`src/rtl/conv_window_gen_pkg.sv`:
```
// Shared definitions for the 3x3 convolution operand interface.
//   NumTaps      - taps per window (3x3)
//   StateFill/StateRun/StateDrain - 2-bit window-generator state encodings
//   state_e      - typed enum built on those encodings
package conv_window_gen_pkg;

    localparam int unsigned NumTaps = 9;

    localparam logic [1:0] StateFill  = 2'd0;
    localparam logic [1:0] StateRun   = 2'd1;
    localparam logic [1:0] StateDrain = 2'd2;

    typedef enum logic [1:0] {
        StFill  = StateFill,
        StRun   = StateRun,
        StDrain = StateDrain
    } state_e;

endpackage

```
`src/rtl/conv_line_buf.sv`:
```
// One image row of pixel storage, indexed by column.
// Read is combinational from the current contents, write lands on the clock edge, so a read
// and write at the same index in one cycle returns the old value (read-before-write).
// Contents are not reset; they are always rewritten before being used.
// Ports:
//   clk        rising-edge clock
//   idx_i      column index for both read and write
//   wr_en_i    write strobe
//   wr_data_i  pixel to store
//   rd_data_o  pixel previously stored at idx_i
module conv_line_buf #(
    parameter int unsigned WIDTH = 9,
    parameter int unsigned DEPTH = 28
) (
    input  logic                      clk,
    input  logic [$clog2(DEPTH)-1:0]  idx_i,
    input  logic                      wr_en_i,
    input  logic signed [WIDTH-1:0]   wr_data_i,
    output logic signed [WIDTH-1:0]   rd_data_o
);

    logic signed [WIDTH-1:0] mem_q [DEPTH];

    assign rd_data_o = mem_q[idx_i];

    always_ff @(posedge clk) begin
        if (wr_en_i) begin
            mem_q[idx_i] <= wr_data_i;
        end
    end

endmodule

```
`src/rtl/conv_window_gen.sv`:
```
// 3x3 sliding-window generator: accepts a raster-order pixel stream, keeps the two previous
// rows in line buffers and emits every valid-mode 3x3 window as nine registered signed taps
// (a0 top-left .. a8 bottom-right, row-major).
// Optional feature macro: WIN_POS_EN adds win_row/win_col (window centre coordinate).
// Ports:
//   clk, rst            clock, asynchronous active-high reset
//   pix_in/pix_valid    input pixel stream; taken when pix_valid & pix_ready
//   pix_ready           !win_valid | win_ready (combinational)
//   win_valid/win_ready window handshake
//   a0_out..a8_out      window taps
//   win_row/win_col     (WIN_POS_EN only) centre of the current window
//   frame_done          one-cycle pulse after the last pixel of a frame is taken
module conv_window_gen
    import conv_window_gen_pkg::*;
#(
    parameter int unsigned WIDTH = 9,
    parameter int unsigned IMG_W = 28,
    parameter int unsigned IMG_H = 28
) (
    input  logic                      clk,
    input  logic                      rst,
    input  logic signed [WIDTH-1:0]   pix_in,
    input  logic                      pix_valid,
    output logic                      pix_ready,
    output logic                      win_valid,
    input  logic                      win_ready,
    output logic signed [WIDTH-1:0]   a0_out,
    output logic signed [WIDTH-1:0]   a1_out,
    output logic signed [WIDTH-1:0]   a2_out,
    output logic signed [WIDTH-1:0]   a3_out,
    output logic signed [WIDTH-1:0]   a4_out,
    output logic signed [WIDTH-1:0]   a5_out,
    output logic signed [WIDTH-1:0]   a6_out,
    output logic signed [WIDTH-1:0]   a7_out,
    output logic signed [WIDTH-1:0]   a8_out,
`ifdef WIN_POS_EN
    output logic [$clog2(IMG_H)-1:0]  win_row,
    output logic [$clog2(IMG_W)-1:0]  win_col,
`endif
    output logic                      frame_done
);

    localparam int unsigned CW = $clog2(IMG_W);
    localparam int unsigned RW = $clog2(IMG_H);

    localparam logic [CW-1:0] ColLast = CW'(IMG_W - 1);
    localparam logic [CW-1:0] ColTwo  = CW'(2);
    localparam logic [CW-1:0] ColOne  = CW'(1);
    localparam logic [RW-1:0] RowLast = RW'(IMG_H - 1);
    localparam logic [RW-1:0] RowOne  = RW'(1);

    logic [CW-1:0] col_q;
    logic [RW-1:0] row_q;
    state_e        state_q;
    logic          win_valid_q;
    logic          frame_done_q;

    logic signed [WIDTH-1:0] taps_q   [NumTaps];
    logic signed [WIDTH-1:0] win_next [NumTaps];
    // Two most recent columns, [0] is the older one; inner index 0=top, 1=mid, 2=bottom.
    logic signed [WIDTH-1:0] hist_q   [2][3];
    logic signed [WIDTH-1:0] new_col  [3];
    logic signed [WIDTH-1:0] lb0_rd;
    logic signed [WIDTH-1:0] lb1_rd;

    logic accept;
    logic last_pix;
    logic hit;

`ifdef WIN_POS_EN
    logic [RW-1:0] win_row_q;
    logic [CW-1:0] win_col_q;
    assign win_row = win_row_q;
    assign win_col = win_col_q;
`endif

    assign pix_ready = !win_valid_q || win_ready;
    assign accept    = pix_valid && pix_ready;
    assign last_pix  = (row_q == RowLast) && (col_q == ColLast);
    // RUN covers exactly the accepts with row >= 2 (DRAIN accepts belong to the next frame).
    assign hit       = (state_q == StRun) && (col_q >= ColTwo);

    // lb0 holds the previous row, lb1 the row before that.
    conv_line_buf #(
        .WIDTH (WIDTH),
        .DEPTH (IMG_W)
    ) lb0 (
        .clk       (clk),
        .idx_i     (col_q),
        .wr_en_i   (accept),
        .wr_data_i (pix_in),
        .rd_data_o (lb0_rd)
    );

    conv_line_buf #(
        .WIDTH (WIDTH),
        .DEPTH (IMG_W)
    ) lb1 (
        .clk       (clk),
        .idx_i     (col_q),
        .wr_en_i   (accept),
        .wr_data_i (lb0_rd),
        .rd_data_o (lb1_rd)
    );

    always_comb begin
        new_col[0] = lb1_rd;
        new_col[1] = lb0_rd;
        new_col[2] = pix_in;
        for (int r = 0; r < 3; r++) begin
            win_next[r*3 + 0] = hist_q[0][r];
            win_next[r*3 + 1] = hist_q[1][r];
            win_next[r*3 + 2] = new_col[r];
        end
    end

    always_ff @(posedge clk or posedge rst) begin
        if (rst) begin
            col_q        <= '0;
            row_q        <= '0;
            state_q      <= StFill;
            win_valid_q  <= 1'b0;
            frame_done_q <= 1'b0;
            for (int k = 0; k < NumTaps; k++) begin
                taps_q[k] <= '0;
            end
            for (int c = 0; c < 2; c++) begin
                for (int r = 0; r < 3; r++) begin
                    hist_q[c][r] <= '0;
                end
            end
`ifdef WIN_POS_EN
            win_row_q    <= '0;
            win_col_q    <= '0;
`endif
        end else begin
            frame_done_q <= accept && last_pix;

            if (accept) begin
                hist_q[0] <= hist_q[1];
                hist_q[1] <= new_col;
                if (col_q == ColLast) begin
                    col_q <= '0;
                    row_q <= (row_q == RowLast) ? '0 : row_q + RowOne;
                end else begin
                    col_q <= col_q + ColOne;
                end
            end

            if (accept && hit) begin
                taps_q      <= win_next;
                win_valid_q <= 1'b1;
`ifdef WIN_POS_EN
                win_row_q   <= row_q - RowOne;
                win_col_q   <= col_q - ColOne;
`endif
            end else if (win_ready) begin
                win_valid_q <= 1'b0;
            end

            unique case (state_q)
                StFill: begin
                    if (accept && (col_q == ColLast) && (row_q == RowOne)) begin
                        state_q <= StRun;
                    end
                end
                StRun: begin
                    if (accept && last_pix) begin
                        state_q <= StDrain;
                    end
                end
                StDrain: begin
                    if (accept || (win_valid_q && win_ready)) begin
                        state_q <= StFill;
                    end
                end
                default: state_q <= StFill;
            endcase
        end
    end

    assign win_valid  = win_valid_q;
    assign frame_done = frame_done_q;
    assign a0_out     = taps_q[0];
    assign a1_out     = taps_q[1];
    assign a2_out     = taps_q[2];
    assign a3_out     = taps_q[3];
    assign a4_out     = taps_q[4];
    assign a5_out     = taps_q[5];
    assign a6_out     = taps_q[6];
    assign a7_out     = taps_q[7];
    assign a8_out     = taps_q[8];

endmodule

```
`config.mk`:
```
export PLATFORM = sky130hd
export DESIGN_NAME = conv_window_gen
export DESIGN_NICKNAME = d
export VERILOG_FILES = /design/src/rtl/conv_window_gen_pkg.sv /design/src/rtl/conv_line_buf.sv /design/src/rtl/conv_window_gen.sv
export SDC_FILE = /design/constraint.sdc
export NUM_CORES = 1
export LEC_CHECK = 0
export ABC_AREA = 1
export ABC_CLOCK_PERIOD_IN_PS = 8500
export CORE_MARGIN = 4
export CORE_UTILIZATION = 55
export CTS_CLUSTER_SIZE = 24
export DETAILED_ROUTE_END_ITERATION = 10
export GPL_ROUTABILITY_DRIVEN = 0
export PLACE_DENSITY = 0.74
export SYNTH_ARGS = -nofsm -noshare
export SYNTH_HDL_FRONTEND = slang
export SYNTH_SLANG_ARGS = --single-unit
```
`constraint.sdc`:
```
create_clock -name clk -period 8.5 [get_ports clk]
set_clock_uncertainty 0.05 [all_clocks]
set_input_delay 1.7 -clock clk [delete_from_list [all_inputs] [get_ports clk]]
set_output_delay 1.7 -clock clk [all_outputs]
set_load 0.01 [all_outputs]
```
-- Word-level counts from Yosys, hierarchy flattened
Memory sizes are Yosys's and may differ from the RTL's.
Cells that the tools add are included.
- flip-flop bits (word level): 149
- input bits: 13
- memories: 2
- logic and storage cells: 58
- output and inout bits: 84
- bits in writable memories: 504
- multiplexer cells: 10
- reductions and logical operators: 15
- equal/unequal tests: 8
- add/subtract/negate cells: 2
- $lt $le $gt $ge: 1
- memories (memory ; words ; width ; read ports ; clocked after Yosys merged registers in ; write ports ; RTL line ; RTL):
    lb0.mem_q ; 28 ; 9 ; 1 ; 0 ; 1 ; conv_line_buf.sv:22 ; logic signed [WIDTH-1:0] mem_q [DEPTH];
    lb1.mem_q ; 28 ; 9 ; 1 ; 0 ; 1 ; conv_line_buf.sv:22 ;
- operators by type and width (kind ; count):
    5-bit by 1-bit adder with 5-bit output (second input constant) ; 2
    5-bit == test (second input constant) ; 2
    5-bit 2-to-1 mux ; 2
    1-bit logical AND ; 8
    2-bit 2-to-1 mux ; 3
    2-bit one-hot mux with 3 select lines ; 1
    5-bit by 1-bit == test with 1-bit output (second input constant) ; 1
    5-bit by 2-bit >= comparator with 1-bit output (second input constant) ; 1
    1-bit 2-to-1 mux ; 4
    2-bit inequality test (second input constant) ; 2
    3-bit AND reduction ; 1
    2-bit by 1-bit == test with 1-bit output (second input constant) ; 1
    2-bit == test (second input constant) ; 1
    2-bit zero test ; 1
    1-bit logical OR ; 2
    2-bit by 1-bit inequality test with 1-bit output (second input constant) ; 1
    2-bit AND reduction ; 1
    2-bit nonzero test ; 1
    1-bit zero test ; 1

-- Depth between registers and ports, before layout
Gate-level depths: netlist of run 1.
- word-level depth: 7
- mapped depth: 14
- depth with buffers taken out: 11

-- Hierarchy
From an unflattened synthesis of run 1, not the netlist that was laid out.
- cell total of the unflattened synthesis: 2684
- area total of the unflattened synthesis: 28145.7 um2
- by module, submodules not included (module ; cells an instance ; instances ; area each (um2) ; sequential area each (um2)):
    conv_line_buf ; 1015 ; 2 ; 10623.9 ; 7567.3
    conv_window_gen ; 654 ; 1 ; 6897.9 ; 3728.6

-- Least setup slack after synthesis of run 1
Ideal clock, no wire load.
- path type: input-to-reg
- start: input win_ready
- end: memory lb0.mem_q[23][0] (enable)
- buffers on the path: 2
- cell stages on the path: 6
- setup time: 416 ps
- slack: 4261 ps
- required time: 8034 ps
- arrival time: 3773 ps
- path through: inv_1 nand2_1 nand2_1 clkbuf_1 buf_1 nor3_1
- cells in the longest elaborated chain, start to end: 4
- ends and longest elaborated chain (item ; RTL line ; RTL):
    from (decl) ; conv_window_gen.sv:26 ; input logic win_ready,
    1-bit logical OR ; conv_window_gen.sv:77 ; assign pix_ready = !win_valid_q || win_ready;
    net pix_ready ; conv_window_gen.sv:24 ; output logic pix_ready,
    1-bit logical AND ; conv_window_gen.sv:78 ; assign accept = pix_valid && pix_ready;
    1-bit 2-to-1 mux ; conv_line_buf.sv:27 ; if (wr_en_i) begin
    1-bit 2-to-1 mux (implied by the code) ; conv_line_buf.sv:28 ; mem_q[idx_i] <= wr_data_i;
    to (decl) ; conv_line_buf.sv:22 ;
The timed path passes the listed nets, and every way through them passes these cells.

-- Worst setup path after layout of run 1
- start: input win_ready
- end: memory lb0.mem_q[4][0] (enable)
- cells in the longest elaborated chain, start to end: 4
- ends and longest elaborated chain (item ; RTL line):
    1-bit logical OR ; conv_window_gen.sv:77
    1-bit logical AND ; conv_window_gen.sv:78
    1-bit 2-to-1 mux ; conv_line_buf.sv:27
    1-bit 2-to-1 mux (implied by the code) ; conv_line_buf.sv:28
No other way between the ends.

==> flow_summary.ini, run 1 <==
[die]
initial_core_util = 0.558
dieArea_um2 = 53300
io_pins = 97
design.core.area_um2 = 49000
die_w_um = 231
fp-row-count = 81
die_h_um = 231

[final_layout]
n_antenna_cell = 0
multi_input_area_um2 = 6530
final_cell_mix = nand2_1, edfxtp_1, inv_1
drive_gt1_frac = 0.0579
fin_nets = 2865
fill_cells = 3751
area_growth_pct = 14.1
regArea_um2 = 18900
final_common_cell = nand2_1
utilization = 0.636

[routing]
drt_iter0_drc = 2012
vias = 18800
drc = 0
firstDrtPassIters = 6
wl_um = 65400
viasPerCell = 5.27
post_drt_wl_per_cell_um = 18.3
ant_nets = 0

[logic_synthesis]
synth.net_count = 2780
syn_avg_cell_area_um2 = 9.89
synthXorXnorAreaFrac = 0
ys.warnings.count = 0
synth.distinct_cells = 25
ys_ff_latch = 653
synthAdderAreaFrac = 0.00275
syn_area_um2 = 27300
synth_top_area_cell = edfxtp_1
synth-simple-area-share = 0.210
synth-compound-area-share = 0.0243
synthCells = 2761
synth.area.mux_share = 0
synth_top_area_frac = 0.554
synth_top_family_by_area = simple AND/OR/NAND/NOR gates
synth_area_leaders = edfxtp_1, nand2_1, dfrtp_1
yosysSeqAreaShare = 0.691

[global_route]
grt_antenna_before_repair = 0
grt_remaining_overflow = 0
grt_usage = 0.245
grt_max_degree = 134
grt_pass1_wl_um = 101000
grt_pass1_vias = 18200

[worst_setup_path]
crit_top_cell = nand2_1
regToRegSetupSlack_ns = 4.17
r2r_end = lb1.mem_q[22][5]
reg2reg_from = col_q[0]
end_kind = flop
slowest_delay_ns = 0.91
path_cells = clkdlybuf4s50_1, inv_1, nand2_1, nand2_4, clkinv_1, nand2_1, nor2_1, buf_4
r2r.worst_path.cells = 9
critPathKind = in -> reg
crit_slowest_cell = clkinv_1
path_max_fanout = 96
required_ns = 8.80
crit_start = win_ready
cp.arrival_ns = 5.30
endpoint = lb0.mem_q[4][0]
cp-start-kind = input port

[clocking]
clk_pin_slew_ns = 0.06
clock_path_buffers = 3
holdBufCountCts = 0
cts_root_buf = clkbuf_16
clkLatencyLatePin_ns = 0.62
cts_tree = built
cts_setup_buffers = 0
cts.repair.resized = 0
cts_buffers = 67
cts.sink_count = 653
cts-htree-levels = 3

[timing]
finalSetupViolations = 0
rsz0062_at_grt = no
period_minus_slack_ns = 5.00
tightest_slew_ns = 0.987
relSlewSlack = 0.341
post-route-period-util = 0.588
finalSetupTns_ns = 0
report.final.slew_viol_count = 0
finalHoldViolCount = 0
fmax_mhz = 200

[pwr]
power_leakage_nw = 14.0
finalPower_mw = 9.78
ir_drop_mv = 0.372
power_density_nw_per_um2 = 314

[status]
status = finished, final reports clean

[place]
io_buffer_count = 96
hpwl_um = 38600

[min_path]
hold_path.class = reg -> reg

[job]
maxCapViolCount = 0
==> per-layer routing <==
metal / up-vias / part of all wire / track usage
met5: - / 0 / 0
met2: 769 / 0.49 / 0.406
met1: 8997 / 0.40 / 0.324
li1: 8872 / - / -
met4: 0 / 0.033 / 0.0859
met3: 158 / 0.083 / 0.0534
==> cell type report <==
type	count	area share
clock buffer	87	0.0593
clock inverter	36	0.0116
inverter	385	0.0468
multi-input combinational	1601	0.210
timing repair buffer	138	0.0401
sequential	653	0.606
tap	664	0.0267
==> critical path, delay by kind of cell <==
kind,cells,cell delay (ns)
buffers and inverters,4,1.69
and+or+nand+nor,4,1.79
==> cells in the mapped netlist, drive strengths merged <==
library cell / n
nor2: 87
inv: 383
o31ai: 1
clkinv: 2
dfrtp: 149
nand4: 1
a21boi: 1
edfxtp: 504
a21oi: 22
nand2: 1197
nor4: 1
nor3: 9
o22ai: 1
nand3: 169
clkbuf: 68
o21ai: 105
a22oi: 1
ha: 6
buf: 54
==> report_power, final <==
part | internal (mW) | switching (mW)
clock network | 1.73 | 1.20
logic | 0.515 | 2.03
registers | 4.19 | 0.122
total | 6.43 | 3.35
==> cells by family (layout without fill, tap and decap cells) <==
logic type | count (synthesis) | after routing
AOI/OAI and AO/OA | 131 | 131
adders and majority gates | 6 | 6
buffers and inverters | 507 | 646
DFF | 653 | 653
and+or+nand+nor | 1464 | 1464
==> metrics by stage <==
step                      cells  instance area (um^2)  hold WS [ns]  setup WS [ns]
after global routing       3564                 31100         0.428           3.29
final                      3564                 31100         0.414           3.50
after CTS                  3564                 31100         0.416           3.45
after floorplan            2761                 27300         0.399           2.74
after global placement     3441                 28900         0.407           3.00
after detailed placement   3441                 28900         0.407           2.83
==> worst min-delay path by stage <==
stage                     cells past startpoint  slack, ns          to       start
after floorplan                               2       0.40  hist_q[26]  hist_q[26]
after global placement                        2       0.41   a0_out[5]  hist_q[50]
after detailed placement                      2       0.41   a3_out[3]   a3_out[3]
after CTS                                     2       0.42   a6_out[5]  hist_q[32]
after global routing                          2       0.43   a6_out[4]   a6_out[4]
final                                         2       0.41   a6_out[5]  hist_q[32]
==> state kept, by name, indices dropped and copies added, names as in the netlist, 2 cells and up <==
signal	flops
a0_out	9
a1_out	9
a2_out	9
a3_out	9
a4_out	9
a5_out	9
a6_out	9
a7_out	9
a8_out	9
col_q	5
hist_q	54
lb0.mem_q	252
lb1.mem_q	252
row_q	5
state_q	2
(Power assumes the default switching activity.)
==> inputs of run 2 (changes only) <==
--- a/config.mk
+++ b/config.mk
@@ -6,7 +6,7 @@
 export NUM_CORES = 1
 export LEC_CHECK = 0
 export ABC_AREA = 1
-export ABC_CLOCK_PERIOD_IN_PS = 8500
+export ABC_CLOCK_PERIOD_IN_PS = 4700
 export CORE_MARGIN = 4
 export CORE_UTILIZATION = 55
 export CTS_CLUSTER_SIZE = 24
==> constraint.sdc (replaced) <==
create_clock -name clk -period 4.7 [get_ports clk]
set_clock_uncertainty 0.05 [all_clocks]
set_input_delay 0.94 -clock clk [delete_from_list [all_inputs] [get_ports clk]]
set_output_delay 0.94 -clock clk [all_outputs]
set_load 0.01 [all_outputs]
==> run 2 against run 1 <==
Net effect: count of clock-buffer cells in the layout increased by 4; via count increased by 1.7%; critical endpoint is now a5_out[0]; final area up 0.36%; first-iteration DRC count rose by 12%; utilization increased by 0.23 points; sequential share of layout area down 0.22 points; critical path depth grew 3; global-route usage rose by 0.66 points; setup slack worse by 2.1 ns.
==> flow_summary.ini, run 2 (synthesis results as in run 1) <==
[min_path]
hold_path.class = reg -> reg

[worst_setup_path]
r2r_end = a5_out[0]
critPathKind = reg -> reg
endpoint = a5_out[0]
regToRegSetupSlack_ns = 1.38
cp-start-kind = flop
end_kind = flop
slowest_delay_ns = 0.66
r2r.worst_path.cells = 11
path_cells = inv_4, buf_4, nand2_1, nand2_1, nand2_1, nand2_1, nor2_1, nand2_1, buf_4, nand2_1, nand2_1
crit_top_cell = nand2_1
cp.arrival_ns = 3.81
required_ns = 5.19
reg2reg_from = col_q[1]
crit_slowest_cell = inv_4
crit_start = col_q[1]
path_max_fanout = 68

[final_layout]
drive_gt1_frac = 0.0600
finalInstanceArea_um2 = 31300
final_cell_mix = nand2_1, edfxtp_1, inv_1
fin_nets = 2889
final_common_cell = nand2_1
regArea_um2 = 18900
area_growth_pct = 14.5
largestRegisters = lb0.mem_q (252), lb1.mem_q (252), hist_q (54)
n_antenna_cell = 0
multi_input_area_um2 = 6500
fill_cells = 3779

[pwr]
power_density_nw_per_um2 = 565
ir_drop_mv = 0.431
finalPower_mw = 17.7
power_leakage_nw = 14.1

[timing]
finalSetupTns_ns = 0
period_minus_slack_ns = 3.32
finalSetupViolations = 0
tightest_slew_ns = 1.16
post-route-period-util = 0.706
report.final.slew_viol_count = 0
relSlewSlack = 0.224
fmax_mhz = 301
finalWorstSetupSlack_ns = 1.38
rsz0062_at_grt = no
finalHoldViolCount = 0

[clocking]
cts.repair.resized = 0
holdBufCountCts = 0
cts_buffers = 66
clk_pin_slew_ns = 0.06
cts_setup_buffers = 0
cts_tree = built
cts_root_buf = clkbuf_16
clkLatencyLatePin_ns = 0.60
clock_path_buffers = 3
cts.sink_count = 653
cts-htree-levels = 3

[die]
dieArea_um2 = 53300
die_h_um = 231
die_w_um = 231
io_pins = 97
fp-row-count = 81
initial_core_util = 0.558
design.core.area_um2 = 49000

[status]
status = finished, final reports clean

[global_route]
grt_max_degree = 130
grt_pass1_vias = 18600
grt_usage = 0.252
grt_antenna_before_repair = 3
grt_pass1_wl_um = 104000
grt_remaining_overflow = 0

[routing]
ant_nets = 0
wl_um = 67000
vias = 19100
viasPerCell = 5.34
post_drt_wl_per_cell_um = 18.7
drt_iter0_drc = 2250
drc = 0
firstDrtPassIters = 7

[place]
place_area_um2 = 29200
io_buffer_count = 96
hpwl_um = 40100
place_ws_ns = 1.17

[job]
maxCapViolCount = 0
-- run 2: cell count changes in the layout (fill, tap and decap cells not counted), sizes merged --
cell	before	now
bufinv	6	4
clkbuf	87	91
inv	387	384
clkdlybuf4s50	88	89
clkinv	24	18
buf	50	74
clkinvlp	4	3
-- run 2: where the power goes --
part	total (mW)	internal, mW	switching [mW]
combinational	4.78	1.10	3.68
sequential	7.76	7.54	0.226
clock	5.11	2.98	2.13
total	17.7	11.6	6.04
-- run 2: cell type report --
cell class,count,area share
Clock inverter,24,0.00717
Tap cell,664,0.0266
Timing Repair Buffer,163,0.0485
Clock buffer,91,0.0595
Sequential cell,653,0.604
Inverter,385,0.0466
Multi-Input combinational cell,1601,0.208
-- run 2: how the worst min path moves through the flow --
| stage | slack (ns) | endpoint | cells past startpoint | start |
|---|---|---|---|---|
| floorplan | 0.40 | hist_q[26] | 2 | hist_q[26] |
| global placement | 0.40 | a6_out[6] | 2 | a6_out[6] |
| detailed placement | 0.41 | a6_out[0] | 2 | a6_out[0] |
| CTS | 0.42 | a3_out[2] | 2 | a3_out[2] |
| global route | 0.44 | a6_out[0] | 2 | a6_out[0] |
| finish | 0.42 | a6_out[0] | 2 | a6_out[0] |
-- run 2: routing by layer --
layer	track usage	part of all wire	vias to the layer above
li1	-	-	8922
met1	0.340	0.39	9148
met2	0.413	0.48	890
met3	0.0437	0.087	161
met4	0.0970	0.038	0
met5	0	0	-
-- run 2: critical path: cells and delay by family (launching register included) --
kind / cells / cell delay, ns
buffers and inverters: 3 / 1.43
AND/OR/NAND/NOR: 8 / 1.10
flip-flops: 1 / 0.60
-- run 2: per-stage QoR --
stage               instances  hold slack [ns]   util
floorplan                2761            0.399      -
global placement         3466            0.403  0.596
detailed placement       3466            0.408  0.596
CTS                      3581            0.422  0.639
global route             3581            0.440  0.639
finish                   3581            0.417  0.639
